## src/rtl/fft_pkg.sv

```systemverilog
// Shared FFT constants and fixed-point helpers for the butterfly, address generator and banks.
package fft_pkg;

    localparam int unsigned FFT_N     = 32;
    localparam int unsigned DATA_W    = 16;
    localparam int unsigned ADDR_W    = 5;
    localparam int unsigned TW_ADDR_W = 4;

    localparam logic signed [2*DATA_W:0] RND_BIAS = (2*DATA_W+1)'(2**(DATA_W-2));
    localparam logic signed [2*DATA_W:0] WIDE_MAX = (2*DATA_W+1)'(2**(DATA_W-1) - 1);
    localparam logic signed [2*DATA_W:0] WIDE_MIN = (2*DATA_W+1)'(-(2**(DATA_W-1)));
    localparam logic signed [DATA_W:0]   NARROW_MAX = (DATA_W+1)'(2**(DATA_W-1) - 1);
    localparam logic signed [DATA_W:0]   NARROW_MIN = (DATA_W+1)'(-(2**(DATA_W-1)));
    localparam logic signed [DATA_W-1:0] D_MAX = {1'b0, {(DATA_W-1){1'b1}}};
    localparam logic signed [DATA_W-1:0] D_MIN = {1'b1, {(DATA_W-1){1'b0}}};

    // Q2.30 product sum -> Q1.15: round half up, then clamp.
    function automatic logic signed [DATA_W-1:0] round_sat_prod(
        input logic signed [2*DATA_W:0] s
    );
        logic signed [2*DATA_W:0] t;
        t = (s + RND_BIAS) >>> (DATA_W-1);
        if (t > WIDE_MAX) begin
            return D_MAX;
        end else if (t < WIDE_MIN) begin
            return D_MIN;
        end
        return t[DATA_W-1:0];
    endfunction

    function automatic logic signed [DATA_W-1:0] sat_narrow(input logic signed [DATA_W:0] s);
        if (s > NARROW_MAX) begin
            return D_MAX;
        end else if (s < NARROW_MIN) begin
            return D_MIN;
        end
        return s[DATA_W-1:0];
    endfunction

endpackage

```

## src/rtl/twiddle_rom.sv

```systemverilog
// Registered twiddle table W_k = exp(-j*2*pi*k/32) for k = 0..15, Q1.15 scaled by 32767.
module twiddle_rom
    import fft_pkg::*;
(
    input  logic                        i_clk,
    input  logic                        i_en,
    input  logic [TW_ADDR_W-1:0]        i_addr,
    output logic signed [DATA_W-1:0]    o_w_re,
    output logic signed [DATA_W-1:0]    o_w_im
);

    logic signed [DATA_W-1:0] w_cos;
    logic signed [DATA_W-1:0] w_sin;
    logic signed [DATA_W-1:0] r_re;
    logic signed [DATA_W-1:0] r_im;

    always_comb begin
        w_cos = '0;
        w_sin = '0;
        unique case (i_addr)
            4'd0:  begin w_cos =  16'sd32767; w_sin = 16'sd0;     end
            4'd1:  begin w_cos =  16'sd32137; w_sin = 16'sd6393;  end
            4'd2:  begin w_cos =  16'sd30273; w_sin = 16'sd12539; end
            4'd3:  begin w_cos =  16'sd27245; w_sin = 16'sd18204; end
            4'd4:  begin w_cos =  16'sd23170; w_sin = 16'sd23170; end
            4'd5:  begin w_cos =  16'sd18204; w_sin = 16'sd27245; end
            4'd6:  begin w_cos =  16'sd12539; w_sin = 16'sd30273; end
            4'd7:  begin w_cos =  16'sd6393;  w_sin = 16'sd32137; end
            4'd8:  begin w_cos =  16'sd0;     w_sin = 16'sd32767; end
            4'd9:  begin w_cos = -16'sd6393;  w_sin = 16'sd32137; end
            4'd10: begin w_cos = -16'sd12539; w_sin = 16'sd30273; end
            4'd11: begin w_cos = -16'sd18204; w_sin = 16'sd27245; end
            4'd12: begin w_cos = -16'sd23170; w_sin = 16'sd23170; end
            4'd13: begin w_cos = -16'sd27245; w_sin = 16'sd18204; end
            4'd14: begin w_cos = -16'sd30273; w_sin = 16'sd12539; end
            4'd15: begin w_cos = -16'sd32137; w_sin = 16'sd6393;  end
        endcase
    end

    // Imaginary part is -sin for the forward transform.
    always_ff @(posedge i_clk) begin
        if (i_en) begin
            r_re <= w_cos;
            r_im <= -w_sin;
        end
    end

    assign o_w_re = r_re;
    assign o_w_im = r_im;

endmodule

```

## src/rtl/butterfly_pipe.sv

```systemverilog
// Four-stage radix-2 DIT butterfly: A = a + W*b, B = a - W*b, with write-back address tagging.
module butterfly_pipe
    import fft_pkg::*;
#(
    parameter int DATA_W = 16,
    parameter int SCALE  = 1
) (
    input  logic                     clk,
    input  logic                     clr,
    input  logic                     in_valid,
    input  logic signed [DATA_W-1:0] a_re,
    input  logic signed [DATA_W-1:0] a_im,
    input  logic signed [DATA_W-1:0] b_re,
    input  logic signed [DATA_W-1:0] b_im,
    input  logic [TW_ADDR_W-1:0]     twiddle_address,
    input  logic [ADDR_W-1:0]        mema_address,
    input  logic [ADDR_W-1:0]        memb_address,
    input  logic                     bank_select_in,
    output logic                     out_valid,
    output logic signed [DATA_W-1:0] A_re,
    output logic signed [DATA_W-1:0] A_im,
    output logic signed [DATA_W-1:0] B_re,
    output logic signed [DATA_W-1:0] B_im,
    output logic [ADDR_W-1:0]        wr_addr_a,
    output logic [ADDR_W-1:0]        wr_addr_b,
    output logic                     bank_select_out,
    output logic                     busy
);

    localparam int PW = 2 * DATA_W;

    logic r_v1, r_v2, r_v3, r_v4;

    logic signed [DATA_W-1:0] r1_a_re, r1_a_im, r1_b_re, r1_b_im;
    logic signed [DATA_W-1:0] w_tw_re, w_tw_im;
    logic [ADDR_W-1:0]        r1_addr_a, r1_addr_b, r2_addr_a, r2_addr_b, r3_addr_a, r3_addr_b;
    logic                     r1_bank, r2_bank, r3_bank;

    logic signed [DATA_W-1:0] r2_a_re, r2_a_im;
    logic signed [PW-1:0]     r2_p_rr, r2_p_ii, r2_p_ri, r2_p_ir;

    logic signed [PW:0]       w_sum_re, w_sum_im;
    logic signed [DATA_W-1:0] r3_a_re, r3_a_im, r3_wb_re, r3_wb_im;

    logic signed [DATA_W:0]   w_add_re, w_add_im, w_sub_re, w_sub_im;
    logic signed [DATA_W-1:0] w_A_re, w_A_im, w_B_re, w_B_im;

    logic signed [DATA_W-1:0] r_A_re, r_A_im, r_B_re, r_B_im;
    logic [ADDR_W-1:0]        r_wr_addr_a, r_wr_addr_b;
    logic                     r_bank_out;

    twiddle_rom u_twiddle_rom (
        .i_clk  (clk),
        .i_en   (in_valid),
        .i_addr (twiddle_address),
        .o_w_re (w_tw_re),
        .o_w_im (w_tw_im)
    );

    always_ff @(posedge clk) begin
        if (clr) begin
            r_v1 <= 1'b0;
            r_v2 <= 1'b0;
            r_v3 <= 1'b0;
            r_v4 <= 1'b0;
        end else begin
            r_v1 <= in_valid;
            r_v2 <= r_v1;
            r_v3 <= r_v2;
            r_v4 <= r_v3;
        end
    end

    // Internal pipeline data is only ever consumed behind its valid bit, so it needs no reset.
    always_ff @(posedge clk) begin
        if (in_valid) begin
            r1_a_re   <= a_re;
            r1_a_im   <= a_im;
            r1_b_re   <= b_re;
            r1_b_im   <= b_im;
            r1_addr_a <= mema_address;
            r1_addr_b <= memb_address;
            r1_bank   <= bank_select_in;
        end
        if (r_v1) begin
            r2_a_re   <= r1_a_re;
            r2_a_im   <= r1_a_im;
            r2_p_rr   <= PW'(r1_b_re) * PW'(w_tw_re);
            r2_p_ii   <= PW'(r1_b_im) * PW'(w_tw_im);
            r2_p_ri   <= PW'(r1_b_re) * PW'(w_tw_im);
            r2_p_ir   <= PW'(r1_b_im) * PW'(w_tw_re);
            r2_addr_a <= r1_addr_a;
            r2_addr_b <= r1_addr_b;
            r2_bank   <= r1_bank;
        end
        if (r_v2) begin
            r3_a_re   <= r2_a_re;
            r3_a_im   <= r2_a_im;
            r3_wb_re  <= round_sat_prod(w_sum_re);
            r3_wb_im  <= round_sat_prod(w_sum_im);
            r3_addr_a <= r2_addr_a;
            r3_addr_b <= r2_addr_b;
            r3_bank   <= r2_bank;
        end
    end

    always_comb begin
        w_sum_re = (PW+1)'(r2_p_rr) - (PW+1)'(r2_p_ii);
        w_sum_im = (PW+1)'(r2_p_ri) + (PW+1)'(r2_p_ir);
    end

    always_comb begin
        w_add_re = (DATA_W+1)'(r3_a_re) + (DATA_W+1)'(r3_wb_re);
        w_add_im = (DATA_W+1)'(r3_a_im) + (DATA_W+1)'(r3_wb_im);
        w_sub_re = (DATA_W+1)'(r3_a_re) - (DATA_W+1)'(r3_wb_re);
        w_sub_im = (DATA_W+1)'(r3_a_im) - (DATA_W+1)'(r3_wb_im);
        if (SCALE != 0) begin
            w_A_re = DATA_W'(w_add_re >>> 1);
            w_A_im = DATA_W'(w_add_im >>> 1);
            w_B_re = DATA_W'(w_sub_re >>> 1);
            w_B_im = DATA_W'(w_sub_im >>> 1);
        end else begin
            w_A_re = sat_narrow(w_add_re);
            w_A_im = sat_narrow(w_add_im);
            w_B_re = sat_narrow(w_sub_re);
            w_B_im = sat_narrow(w_sub_im);
        end
    end

    always_ff @(posedge clk) begin
        if (clr) begin
            r_A_re      <= '0;
            r_A_im      <= '0;
            r_B_re      <= '0;
            r_B_im      <= '0;
            r_wr_addr_a <= '0;
            r_wr_addr_b <= '0;
            r_bank_out  <= 1'b0;
        end else if (r_v3) begin
            r_A_re      <= w_A_re;
            r_A_im      <= w_A_im;
            r_B_re      <= w_B_re;
            r_B_im      <= w_B_im;
            r_wr_addr_a <= r3_addr_a;
            r_wr_addr_b <= r3_addr_b;
            r_bank_out  <= r3_bank;
        end
    end

    assign out_valid       = r_v4;
    assign busy            = r_v1 | r_v2 | r_v3 | r_v4;
    assign A_re            = r_A_re;
    assign A_im            = r_A_im;
    assign B_re            = r_B_re;
    assign B_im            = r_B_im;
    assign wr_addr_a       = r_wr_addr_a;
    assign wr_addr_b       = r_wr_addr_b;
    assign bank_select_out = r_bank_out;

endmodule

```

## config.mk

```make
export PLATFORM = sky130hd
export DESIGN_NAME = butterfly_pipe
export DESIGN_NICKNAME = d
export VERILOG_FILES = /design/src/rtl/fft_pkg.sv /design/src/rtl/twiddle_rom.sv /design/src/rtl/butterfly_pipe.sv
export SDC_FILE = /design/constraint.sdc
export NUM_CORES = 2
export LEC_CHECK = 0
export BUFFER_PORTS_ARGS = -buffer_cell sky130_fd_sc_hd__buf_2
export CORE_MARGIN = 5
export CORE_UTILIZATION = 59
export CTS_CLUSTER_DIAMETER = 80
export DETAILED_ROUTE_END_ITERATION = 10
export GPL_ROUTABILITY_DRIVEN = 0
export PLACE_DENSITY = 0.83
export SYNTH_ARGS = -nofsm -noshare
export SYNTH_HDL_FRONTEND = slang
export SYNTH_SLANG_ARGS = --single-unit
```

## constraint.sdc

```tcl
create_clock -name clk -period 6.2 [get_ports clk]
set_input_delay 1.24 -clock clk [delete_from_list [all_inputs] [get_ports clk]]
set_output_delay 1.24 -clock clk [all_outputs]
set_load 0.005 [all_outputs]
```

==> out/results.tsv <==
stage	metric	value	unit
clock_network	clk buf depth	3	
critical_path	CP Buf/Inv Count	4	
critical_path	Worst R2R Path Depth	21	
global_routing	initial antenna violation count	6	
routing	Post-DRT Antenna Nets	0	
timing	Max Clk Rate	0.158	GHz
job	Max Cap Viol	0	
finish	synthesis-to-layout area growth	14.4	%
routing	first-iteration detailed-routing DRC count	3985	
global_routing	number of global-route vias before repair	47300	
logic_synthesis	Yosys cell types	87	
clock_network	clk root buf	clkbuf_16	
critical_path	CP arrival	6.75	ns
floorplan	Die Y	328	um
critical_path	Crit path max-delay family	adder cells	
logic_synthesis	share of the synthesized area in the top cell type	35.4	%
timing	period utilization	102	%
timing	Final Skew	0.0597	ns
routing	1st-pass router iterations	9	
floorplan	row count	116	
floorplan	Ports	159	
finish	fin nets	8023	
clock_network	Worst-Skew Late Latency	0.67	ns
timing	RSZ-0062 raised after global routing	true	
logic_synthesis	Syn Nets	7589	
timing	Final Hold Fails	0	
routing	number of remaining DRC errors	0	
logic_synthesis	register area share after synthesis	20.5	%
routing	final WL	156	mm
outcome	outcome	complete, but fails checks	
critical_path	worst-path cell chain	buf_6 -> and2_4 -> fa_1 -> inv_2 -> fa_1 -> fa_1 -> fa_1 -> inv_2 -> fa_1 -> fa_1 -> ha_4 -> a2111oi_4 -> buf_4 -> o211ai_1 -> a31oi_2 -> a211oi_2 -> o2111ai_1 -> nand4_1 -> a31o_2 -> a21oi_2 -> xnor2_2	
logic_synthesis	Seq cells post-synth	432	
logic_synthesis	Mapped Cells	5939	
clock_network	H-tree levels	2	
routing	Routed wire per std cell	20.2	um
critical_path	Crit path top cell by count	fa_1	
timing	Setup Viol. Count Final	11	
timing	clock period minus worst slack	6.34	ns
min_path	Hold Crit Depth	0	
place	port bufs	158	
logic_synthesis	yosys warns	0	
clock_network	CTS Buf Count	51	
logic_synthesis	syn avg cell area	10.0	um^2
timing	Slew Viols, Final	0	
finish	Fill cells	6640	
timing	Slew HR	18.9	%
floorplan	Core Footprint	0.100	mm^2
logic_synthesis	area leader, netlist	fa_1	
timing	setup_tns	-0.806	ns
floorplan	Die W	328	um
logic_synthesis	Post-synth EDFFs	353	
clock_network	Clock transition at path regs	0.07	ns
critical_path	slowest CP cell	fa_1	
clock_network	CTS Sinks	432	
critical_path	Max FO, Critical Path	8	
logic_synthesis	Post-synth ARST share	0	%
floorplan	starting density of the core	59.4	%
global_routing	global-route wire length before repair	245	mm
critical_path	Crit path required time	6.61	ns
critical_path	Crit Path Category	flip-flop to flip-flop	
min_path	worst min path class	flip-flop to flip-flop	
logic_synthesis	top cells by area, synth	fa_1, edfxtp_1, ha_1, inv_1, and2_1	
global_routing	Total GRT Usage	28.8	%
timing	setup ws final	-0.142	ns
routing	Vias/cell	5.72	
routing	via count	44100	
global_routing	GRT overflow	0	
outcome	failing checks	negative setup slack	
critical_path	crit start category	flip-flop	
critical_path	Crit path largest cell delay	0.55	ns
logic_synthesis	Main synth FF type	edfxtp_1	
logic_synthesis	synthesized area	0.0595	mm^2
critical_path	CP Depth	21	
finish	layout cells sized above 1	15.2	%
timing	Tightest Pin Transition	1.20	ns
clock_network	CTS tree	yes	
place	Final HPWL DP	121	mm
floorplan	full die area	0.107	mm^2
critical_path	Setup crit end kind	flip-flop	
global_routing	largest net degree at the start of global routing	83	
## final cells by class
cell class                 instances  area, um^2  share of cell area [%]
multi-input combinational       3962       42700                    62.7
antenna                            3        7.51                  0.0110
inverter                        1299        4880                    7.16
tap                             1298        1620                    2.39
sequential                       432       12200                    17.9
timing repair buffer             627        4990                    7.32
clock buffer                      59        1320                    1.93
clock inverter                    35         378                   0.555
## cell usage after synthesis (6+ instances only)
| library cell | number |
|---|---|
| inv_1 | 1297 |
| o211ai_1 | 12 |
| nand3b_1 | 6 |
| and2_1 | 504 |
| a31oi_1 | 19 |
| a21boi_0 | 6 |
| a2111oi_0 | 6 |
| nor2b_1 | 28 |
| nand2_1 | 539 |
| a21oi_1 | 170 |
| and3_1 | 20 |
| clkbuf_1 | 236 |
| a311oi_1 | 11 |
| a211oi_1 | 49 |
| o41ai_1 | 6 |
| mux2i_1 | 33 |
| nand3_1 | 37 |
| nand4_1 | 12 |
| nor2_1 | 242 |
| nor3_1 | 50 |
| xor2_1 | 51 |
| o21bai_1 | 39 |
| o21ai_0 | 85 |
| nand2b_1 | 37 |
| or2_2 | 7 |
| a21o_1 | 65 |
| fa_1 | 1052 |
| o21a_1 | 35 |
| ha_1 | 516 |
| xnor2_1 | 167 |
| o31ai_1 | 15 |
| edfxtp_1 | 353 |
| or3_1 | 21 |
| dfxtp_1 | 79 |
| o22ai_1 | 21 |
## cell families after synthesis
| kind of cell | count (synthesis) | share of synthesized area (%) |
|---|---|---|
| adders and majority gates | 1568 | 46.3 |
| buffers and inverters | 1545 | 9.79 |
| and+or+nand+nor | 1530 | 12.7 |
| AOI/OAI and AO/OA | 612 | 6.98 |
| DFF | 432 | 20.5 |
| xor gates and xnor gates | 218 | 3.21 |
| muxes | 34 | 0.574 |
## routing by layer
| layer | GRT usage, % | wire length (um) | up-vias | part of all wire (%) |
|---|---|---|---|---|
| li1 | - | - | 19300 | - |
| met1 | 35.4 | 56300 | 22100 | 36 |
| met3 | 4.96 | 12600 | 596 | 8.1 |
| met4 | 16.3 | 10900 | 6 | 7.0 |
| met2 | 48.3 | 75800 | 2150 | 49 |
| met5 | 0 | 36 | - | 0.023 |
## stage by stage
stage	cell area (um^2)	utilization (%)	hold WS [ns]	instances	worst slack (ns)
global route	68100	68.0	0.426	7712	-0.281
floorplan	59500	-	0.400	5939	0.0141
CTS	66600	66.5	0.413	7656	-0.105
detailed placement	64300	64.2	0.405	7543	-0.349
global placement	64300	64.2	0.400	7543	-0.217
finish	68100	68.0	0.407	7715	-0.142
## sequential cells by signal, indices dropped and copies added (netlist names), 32 cells and up
register  cells
r2_p_rr      32
r2_p_ii      32
r2_p_ir      32
r2_p_ri      32
## cells in the final DEF (no fill, tap or decap), types with 34 or more instances in the layout
| cell | netlist | routed |
|---|---|---|
| inv_1 | 1297 | 1267 |
| nand2b_1 | 37 | 37 |
| buf_2 | 1 | 158 |
| a21o_1 | 65 | 64 |
| ha_1 | 516 | 478 |
| buf_12 | 0 | 34 |
| nor2_1 | 242 | 231 |
| dfxtp_1 | 79 | 76 |
| buf_4 | 2 | 378 |
| xnor2_1 | 167 | 162 |
| o21a_1 | 35 | 35 |
| edfxtp_1 | 353 | 353 |
| o21ai_0 | 85 | 68 |
| fa_2 | 0 | 35 |
| xor2_1 | 51 | 49 |
| fa_1 | 1052 | 1017 |
| o21bai_1 | 39 | 39 |
| a211oi_1 | 49 | 40 |
| and2_1 | 504 | 486 |
| nor3_1 | 50 | 48 |
| buf_6 | 2 | 53 |
| clkbuf_16 | 0 | 53 |
| nand2_1 | 539 | 531 |
| a21oi_1 | 170 | 144 |
## final timing paths
kind / start / to / slack [ns]
worst max-delay path: u_twiddle_rom.o_w_im[4]$_DFFE_PP_ / r2_p_ri[30]$_DFFE_PP_ / -0.14
worst min-delay path: r2_a_re[9]$_DFFE_PP_ / r3_a_re[9]$_DFFE_PP_ / 0.41
worst max register to register: u_twiddle_rom.o_w_im[4]$_DFFE_PP_ / r2_p_ri[30]$_DFFE_PP_ / -0.14
worst min register to register: r2_a_re[9]$_DFFE_PP_ / r3_a_re[9]$_DFFE_PP_ / 0.41
## worst reg2reg max path: stages (launching register included)
cell       delay (ns)
edfxtp_1         0.43
buf_6            0.19
and2_4           0.15
fa_1             0.55
inv_2            0.04
fa_1             0.49
fa_1             0.44
fa_1             0.51
inv_2            0.04
fa_1             0.46
fa_1             0.53
ha_4             0.22
a2111oi_4        0.32
buf_4            0.18
o211ai_1         0.16
a31oi_2          0.29
a211oi_2         0.13
o2111ai_1        0.24
nand4_1          0.16
a31o_2           0.28
a21oi_2          0.18
xnor2_2          0.10
## what timing repair did
item | 4_1_cts | 5_1_grt
pin swaps | 54 | 165
endpoints found under the setup margin | 31 | 44
buffers inserted | 20 | 60
hold buffers | 0 | 0
gates resized for setup | 100 | 238
gates cloned | 0 | 3
Power is not shown: default switching activity piles up to over one toggle a cycle in this logic, so the estimate is an artifact.
